File: config.mk
export PLATFORM = sky130hd
export DESIGN_NAME = ram_arbiter
export DESIGN_NICKNAME = d
export VERILOG_FILES = /design/src/rtl/ram_arb_pkg.sv /design/src/rtl/ram_arbiter_rr.sv /design/src/rtl/ram_arbiter.sv
export SDC_FILE = /design/constraint.sdc
export NUM_CORES = 1
export LEC_CHECK = 0
export ABC_CLOCK_PERIOD_IN_PS = 1350
export BUFFER_PORTS_ARGS = -buffer_cell sky130_fd_sc_hd__clkbuf_2
export CAP_MARGIN = 20
export CORE_ASPECT_RATIO = 1.25
export CORE_MARGIN = 4
export CORE_UTILIZATION = 30
export DETAILED_ROUTE_END_ITERATION = 8
export GPL_ROUTABILITY_DRIVEN = 0
export GPL_TIMING_DRIVEN = 0
export HOLD_SLACK_MARGIN = 0.03
export REMOVE_ABC_BUFFERS = 1
export SYNTH_ARGS = -nofsm -noshare
export SYNTH_HDL_FRONTEND = slang
export SYNTH_SLANG_ARGS = --single-unit
File: constraint.sdc
create_clock -name clk -period 1.35 [get_ports clk]
set_input_delay 0.135 -clock clk [delete_from_list [all_inputs] [get_ports clk]]
set_output_delay 0.135 -clock clk [all_outputs]
set_load 0.01 [all_outputs]
File: src/rtl/ram_arb_pkg.sv
// Shared types and RAM command encodings for the two-port RAM arbiter.
package ram_arb_pkg;

  typedef enum logic [1:0] {
    ST_IDLE    = 2'd0,
    ST_ADDR    = 2'd1,
    ST_DATA    = 2'd2,
    ST_RD_WAIT = 2'd3
  } state_e;

  localparam logic [1:0] CMD_WR_ADDR = 2'b00;
  localparam logic [1:0] CMD_WR_DATA = 2'b01;
  localparam logic [1:0] CMD_RD_ADDR = 2'b10;
  localparam logic [1:0] CMD_RD_DATA = 2'b11;

  function automatic logic [1:0] addr_cmd(input logic we);
    return we ? CMD_WR_ADDR : CMD_RD_ADDR;
  endfunction

endpackage

File: src/rtl/ram_arbiter_rr.sv
// Two-way round-robin grant logic; the pointer records which port was granted last.
module rr_arbiter2 (
  input  logic       clk,
  input  logic       rst_n,
  input  logic [1:0] req,
  input  logic       update,
  output logic [1:0] gnt
);

  logic last1_q, last1_d;

  always_comb begin
    gnt = req;
    if (req == 2'b11) gnt = last1_q ? 2'b01 : 2'b10;
  end

  always_comb begin
    last1_d = last1_q;
    if (update && (gnt != 2'b00)) last1_d = gnt[1];
  end

  // Reset reads as "port 1 granted last" so port 0 wins the first tie.
  always_ff @(posedge clk or negedge rst_n) begin
    if (!rst_n) last1_q <= 1'b1;
    else        last1_q <= last1_d;
  end

endmodule

File: src/rtl/ram_arbiter.sv
// Two-requester arbiter serialising transactions onto a shared 2-beat RAM command bus.
// Optional read timeout enabled by macro RAM_ARB_TIMEOUT_EN (adds the err output).
module ram_arbiter
  import ram_arb_pkg::*;
#(
  parameter int MEM_DEPTH = 8,
  parameter int ADDR_SIZE = 3
) (
  input  logic                 clk,
  input  logic                 rst_n,
  input  logic                 req0,
  input  logic                 req1,
  input  logic                 we0,
  input  logic                 we1,
  input  logic [ADDR_SIZE-1:0] addr0,
  input  logic [ADDR_SIZE-1:0] addr1,
  input  logic [ADDR_SIZE-1:0] wdata0,
  input  logic [ADDR_SIZE-1:0] wdata1,
  output logic                 gnt0,
  output logic                 gnt1,
  output logic                 rvalid0,
  output logic                 rvalid1,
  output logic [ADDR_SIZE-1:0] rdata,
  output logic                 busy,
  output logic [ADDR_SIZE+1:0] ram_din,
  output logic                 ram_rx_valid,
  input  logic [ADDR_SIZE-1:0] ram_dout,
  input  logic                 ram_tx_valid
`ifdef RAM_ARB_TIMEOUT_EN
  ,
  output logic                 err
`endif
);

  generate
    if (MEM_DEPTH > (1 << ADDR_SIZE)) begin : g_depth_check
      $error("MEM_DEPTH exceeds the range addressable with ADDR_SIZE bits");
    end
  endgenerate

  state_e                 state_q, state_d;
  logic                   owner_q, owner_d;
  logic                   we_q, we_d;
  logic [ADDR_SIZE-1:0]   addr_q, addr_d;
  logic [ADDR_SIZE-1:0]   wdata_q, wdata_d;
  logic [ADDR_SIZE-1:0]   rdata_q, rdata_d;
  logic [1:0]             rvalid_q, rvalid_d;
  logic [1:0]             arb_gnt;
  logic [1:0]             gnt_v;
`ifdef RAM_ARB_TIMEOUT_EN
  logic [3:0]             cnt_q, cnt_d;
  logic                   err_v;
`endif

  rr_arbiter2 u_rr (
    .clk    (clk),
    .rst_n  (rst_n),
    .req    ({req1, req0}),
    .update (state_q == ST_IDLE),
    .gnt    (arb_gnt)
  );

  always_comb begin
    state_d      = state_q;
    owner_d      = owner_q;
    we_d         = we_q;
    addr_d       = addr_q;
    wdata_d      = wdata_q;
    rdata_d      = rdata_q;
    rvalid_d     = 2'b00;
    gnt_v        = 2'b00;
    ram_din      = '0;
    ram_rx_valid = 1'b0;
`ifdef RAM_ARB_TIMEOUT_EN
    cnt_d        = cnt_q;
    err_v        = 1'b0;
`endif
    unique case (state_q)
      ST_IDLE: begin
        if (arb_gnt != 2'b00) begin
          gnt_v   = arb_gnt;
          owner_d = arb_gnt[1];
          we_d    = arb_gnt[1] ? we1    : we0;
          addr_d  = arb_gnt[1] ? addr1  : addr0;
          wdata_d = arb_gnt[1] ? wdata1 : wdata0;
          state_d = ST_ADDR;
        end
      end
      ST_ADDR: begin
        ram_rx_valid = 1'b1;
        ram_din      = {addr_cmd(we_q), addr_q};
        state_d      = ST_DATA;
      end
      ST_DATA: begin
        ram_rx_valid = 1'b1;
        if (we_q) begin
          ram_din = {CMD_WR_DATA, wdata_q};
          state_d = ST_IDLE;
        end else begin
          ram_din = {CMD_RD_DATA, {ADDR_SIZE{1'b0}}};
          state_d = ST_RD_WAIT;
        end
`ifdef RAM_ARB_TIMEOUT_EN
        cnt_d = 4'd0;
`endif
      end
      ST_RD_WAIT: begin
        if (ram_tx_valid) begin
          rdata_d  = ram_dout;
          rvalid_d = owner_q ? 2'b10 : 2'b01;
          state_d  = ST_IDLE;
        end
`ifdef RAM_ARB_TIMEOUT_EN
        // 16th wait cycle: report the failure now and return zero data.
        else if (cnt_q == 4'hF) begin
          err_v   = 1'b1;
          rdata_d = '0;
          state_d = ST_IDLE;
        end else begin
          cnt_d = cnt_q + 4'd1;
        end
`endif
      end
      default: state_d = ST_IDLE;
    endcase
  end

  always_ff @(posedge clk or negedge rst_n) begin
    if (!rst_n) begin
      state_q  <= ST_IDLE;
      owner_q  <= 1'b0;
      we_q     <= 1'b0;
      addr_q   <= '0;
      wdata_q  <= '0;
      rdata_q  <= '0;
      rvalid_q <= 2'b00;
`ifdef RAM_ARB_TIMEOUT_EN
      cnt_q    <= 4'd0;
`endif
    end else begin
      state_q  <= state_d;
      owner_q  <= owner_d;
      we_q     <= we_d;
      addr_q   <= addr_d;
      wdata_q  <= wdata_d;
      rdata_q  <= rdata_d;
      rvalid_q <= rvalid_d;
`ifdef RAM_ARB_TIMEOUT_EN
      cnt_q    <= cnt_d;
`endif
    end
  end

  // Grants are combinational from IDLE, so they are masked while reset is held.
  assign gnt0 = gnt_v[0] & rst_n;
  assign gnt1 = gnt_v[1] & rst_n;
  assign busy = (state_q != ST_IDLE);

`ifdef RAM_ARB_TIMEOUT_EN
  assign err     = err_v;
  assign rvalid0 = rvalid_q[0] | (err_v & ~owner_q);
  assign rvalid1 = rvalid_q[1] | (err_v &  owner_q);
  assign rdata   = err_v ? '0 : rdata_q;
`else
  assign rvalid0 = rvalid_q[0];
  assign rvalid1 = rvalid_q[1];
  assign rdata   = rdata_q;
`endif

endmodule

After elaboration in Yosys (flattened, before gate mapping)
Index checks and enable logic that the tools add are counted.
Widths: inputs -> output; s select.
{ "op_classes": {"eq_ne": 6, "muxes": 18, "n_bitwise": 2, "reduce_logical": 8} }
{ "ops": {"columns": ["operator", "n"], "rows": [
  ["$mux 2", 11],
  ["$pmux 5 s2", 1],
  ["$pmux 2 s4", 1],
  ["$eq 2x2->1 const B", 3],
  ["$mux 3", 2],
  ["$reduce_and 2->1", 3],
  ["$mux 5", 1],
  ["$ne 2x2->1 const B", 2],
  ["$reduce_bool 2->1", 2],
  ["$and 1x1->1", 2],
  ["$eq 2x1->1 const B", 1],
  ["$logic_not 2->1", 1],
  ["$mux 1", 2],
  ["$reduce_or 2->1", 1],
  ["$logic_and 1x1->1", 1]
]} }
{ "totals": {"reg_bits": 16, "in_bits": 22} }

Longest topological paths before layout
{ "depth": {"depth_word": 6, "ltp_mapped": 6, "ltp_nobuf": 5} }

By module
A second synthesis with hierarchy kept.
{ "hier_totals": {"cells_unflattened": 85, "hier_area_um2": 863.3} }
{ "modules_own_cells": {"columns": ["mod", "n_inst", "cells_each", "area_each_um2", "seq_area_each_um2"], "rows": [
  ["ram_arbiter", 1, 79, 807.0, 375.4],
  ["rr_arbiter2", 1, 6, 56.3, 26.3]
]} }

Least setup slack after synthesis
No wires, ideal clock.
{ "synth_path": {"path_kind": "register to register", "startpoint": "register state_q[0]", "endpoint": "register state_q[0]", "setup_time_ps": 125, "arrival_ps": 1335, "required_time_ps": 1225, "slack_ps": -110, "stages_incl_launch_ff": 6, "path_cell_list": "dfrtp_1 > inv_1 > ha_1 > nor3b_2 > nor2_1 > mux2_2"} }
{ "synth_between": {"elab_chain_cells": 3} }
{ "synth_rtl": {"columns": ["item", "line", "text"], "rows": [
  ["start: declaration", "ram_arbiter.sv:41", "state_e state_q, state_d;"],
  ["start signal: assignment", "ram_arbiter.sv:141", "state_q <= state_d;"],
  ["$eq 2x2->1 or $logic_not 2->1 (tied branches)", "ram_arbiter.sv:78", "unique case (state_q)"],
  ["$ne 2x2->1 (no source line)", null, null],
  ["$reduce_and 2->1 (no source line)", null, null]
]} }
Several ways; a longest one is shown, not always the timed one.
A chain may end at the register's enable or synchronous reset.

Final worst setup path
{ "layout_path": {"startpoint": "register state_q[1]", "endpoint": "output ram_din[0]"} }
{ "layout_between": {"elab_chain_cells": 2} }
{ "layout_rtl": {"columns": ["item", "line", "text"], "rows": [
  ["$eq 2x2->1 or $eq 2x1->1 (tied branches)", "ram_arbiter.sv:78", null],
  ["$pmux 5 s2 *", "ram_arbiter.sv:78", null],
  ["end: declaration", "ram_arbiter.sv:25", "output logic [ADDR_SIZE+1:0] ram_din,"]
]} }
Every way passes the cells marked *; elsewhere a longest branch is shown, timed or not.

==> out/metrics.yaml <==
sta:
  skew_ns: 0.00396
  setup_viol: 9
  tightestPinTransition_ns: 0.676
  hold_violations: 0
  relSlewSlack_pct: 54.8
  maxSlewViolCount: 0
  clock.fmax_mhz: 634
  rsz0062_at_grt: "yes"
  period_share_pct: 117
  period_minus_slack_ns: 1.58
  worst_slack_ns: -0.228
  fin_setup_tns_ns: -1.29
critical_path:
  cp.arrival_ns: 1.44
  crit_required_ns: 1.22
  startpoint: "state_q[1]"
  critPathMaxFanout: 5
  worstReg2RegEnd: "state_q[0]"
  reg2regPathDepth: 5
  reg2reg_slack_ns: -0.20
  start_kind: "flip-flop"
  crit_type: "flip-flop to output pin"
  worstSetupEndpoint: "ram_din[0]"
  rr_startpoint: "state_q[0]"
  crit_path_end_kind: "output pin"
grt:
  first_global_vias: 791
  antenna_found_initial: 0
  grt_remaining_overflow: 0
  track_usage_pct: 12.4
  grt_max_degree: 16
  grt_pass1_wl_um: 3530
yosys:
  synth.avg_cell_area_um2: 10.7
  synth.ff_latch_count: 16
  yosys.cell_types.count: 23
  synth_warnings: 0
  syn-cell-area_um2: 863
  syn_inst: 81
  ys_seq_area_share_pct: 46.5
drt:
  drc: 0
  drtIter0Drc: 7
  ant_nets: 0
  vias: 787
  finalWirelength_um: 2350
  dr.pass1.iters: 4
  vias_per_cell: 4.83
  avgRoutedWirePerCell_um: 14.4
placement:
  place_inst: 148
  hpwl_um: 1440
  port_buffers: 35
  placed_cell_area_mm2: 0.00106
clock_tree:
  cts_tree: "done"
  ctsHtreeMaxLevel: 1
  cts_made_buffers: 3
  clk_pin_slew_worst_paths_ns: 0.10
  cts_buffer_depth: 2
  root_buffer: "clkbuf_4"
  insertion_delay_ns: 0.29
  clkSinkCount: 16
final_layout:
  fin_area_mm2: 0.00134
  layout.nets: 158
  n_antenna_cell: 0
  final_layout_size_suffix_gt1_share_pct: 55.8
  synthToLayoutAreaGrowth_pct: 54.9
  final_util_pct: 48.9
  fin_cells: 163
min_path:
  min_path_type: "input pin to flip-flop"
pwr:
  irDropWorstVdd_v: 0.00146
  pwr_density_cell_mw_per_mm2: 2230
  power_leakage_nw: 0.633
flow_run:
  max_cap_viol_count: 0
floorplanning:
  die_x_um: 56.0
  die_y_um: 68.0
  start_util_pct: 31.6
  pin_count: 36
  die_area_mm2: 0.00381
  coreArea_mm2: 0.00273
  num_rows: 21
status:
  status: "finished, violations left"
  violations: "setup timing"
power breakdown:
part | internal (mW) | switching [mW]
Combinational | 0.934 | 0.825
Clock | 0.164 | 0.158
Sequential | 0.716 | 0.186
Total | 1.81 | 1.17
layer usage:
metal | track usage (%) | part of all wire (%)
met1 | 14.7 | 43
met2 | 19.9 | 47
met3 | 3.02 | 6.6
met4 | 8.90 | 2.9
met5 | 0 | 0
per-stage QoR:
step / setup slack (ns) / total power, mW / hold slack, ns
2_1_floorplan: -0.110 / 1.65 / -0.161
3_3_place_gp: -0.203 / 2.01 / 0.0950
3_5_place_dp: -0.247 / 2.05 / 0.101
4_1_cts: -0.213 / 2.70 / 0.0631
5_1_grt: -0.300 / 3.21 / 0.0637
6_report: -0.228 / 2.98 / 0.0749
Yosys cell counts (all sizes together):
library cell,number,area (µm²)
nor2b,4,25.0
a21oi,9,45.0
nand2,2,7.51
dfstp,1,26.3
and3,1,7.51
dfrtp,15,375
mux2,4,45.0
a32oi,3,26.3
nand2b,2,12.5
o21ai,1,5.00
a31oi,2,12.5
o21a,1,8.76
ha,6,75.1
mux2i,7,70.1
buf,2,16.3
inv,5,18.8
o31a,1,8.76
nand3,1,5.00
a21boi,1,11.3
nor2,11,41.3
nor3b,2,20.0
how the worst min path moves through the flow:
stage                      end        start  depth (start not counted)  slack [ns]
floorplan            addr_q[0]        rst_n                          0       -0.16
global placement    wdata_q[1]        rst_n                          1        0.09
detailed placement  wdata_q[1]        rst_n                          1        0.10
CTS                   rdata[0]  ram_dout[0]                          2        0.06
global route          rdata[0]  ram_dout[0]                          2        0.06
finish                rdata[0]  ram_dout[0]                          2        0.07
final cells by class:
type | instances | area, µm²
Clock buffer | 4 | 36.3
Inverter | 5 | 21.3
Fill cell | 285 | 1400
Multi-Input combinational cell | 59 | 553
Tap cell | 34 | 42.5
Sequential cell | 16 | 403
Timing Repair Buffer | 45 | 282
kinds of logic after synthesis:
family,after synthesis,share of synthesized area [%]
buffers and inverters,7,4.06
AO/OA/AOI/OAI,18,13.6
multiplexers,11,13.3
AND/OR/NAND/NOR,23,13.8
adder cells (fa/ha/maj),6,8.70
flip-flops,16,46.5
repair_timing:
action                                 4_1_cts  5_1_grt
setup endpoints to repair                   18       22
pin swaps                                    6        4
hold buffers                                 2        0
resized for setup                           17       18
endpoints found under the hold margin       15        0
setup buffers                                5        3
gates cloned                                 0        1
placed cells by master, fill, tap and decap left out, drive strengths merged, types with 2 or more instances in the layout:
master and count:
clkbuf 34, nor2b 4, buf 13, a31oi 2, a32oi 3, dlygate4sd3 2, nor2 11, nand2b 2
o21a 2, nand2 2, inv 5, dfrtp 15, mux2 4, a21oi 9, ha 6, nor3b 2
mux2i 7
critical path, cell delays in order, from the launching register on:
cell and delay [ns]:
dfrtp_2 0.46, buf_6 0.14, ha_4 0.17, a32oi_2 0.19, nor2b_1 0.06, clkbuf_2 0.13
flip-flops by register name, summed over array words and instances, names as in the netlist:
register      cells
owner_q           1
we_q              1
wdata_q           3
state_q           2
addr_q            3
u_rr.last1_q      1
rdata             3
rvalid_q          2
No activity file was read; power rests on OpenSTA's default activity.
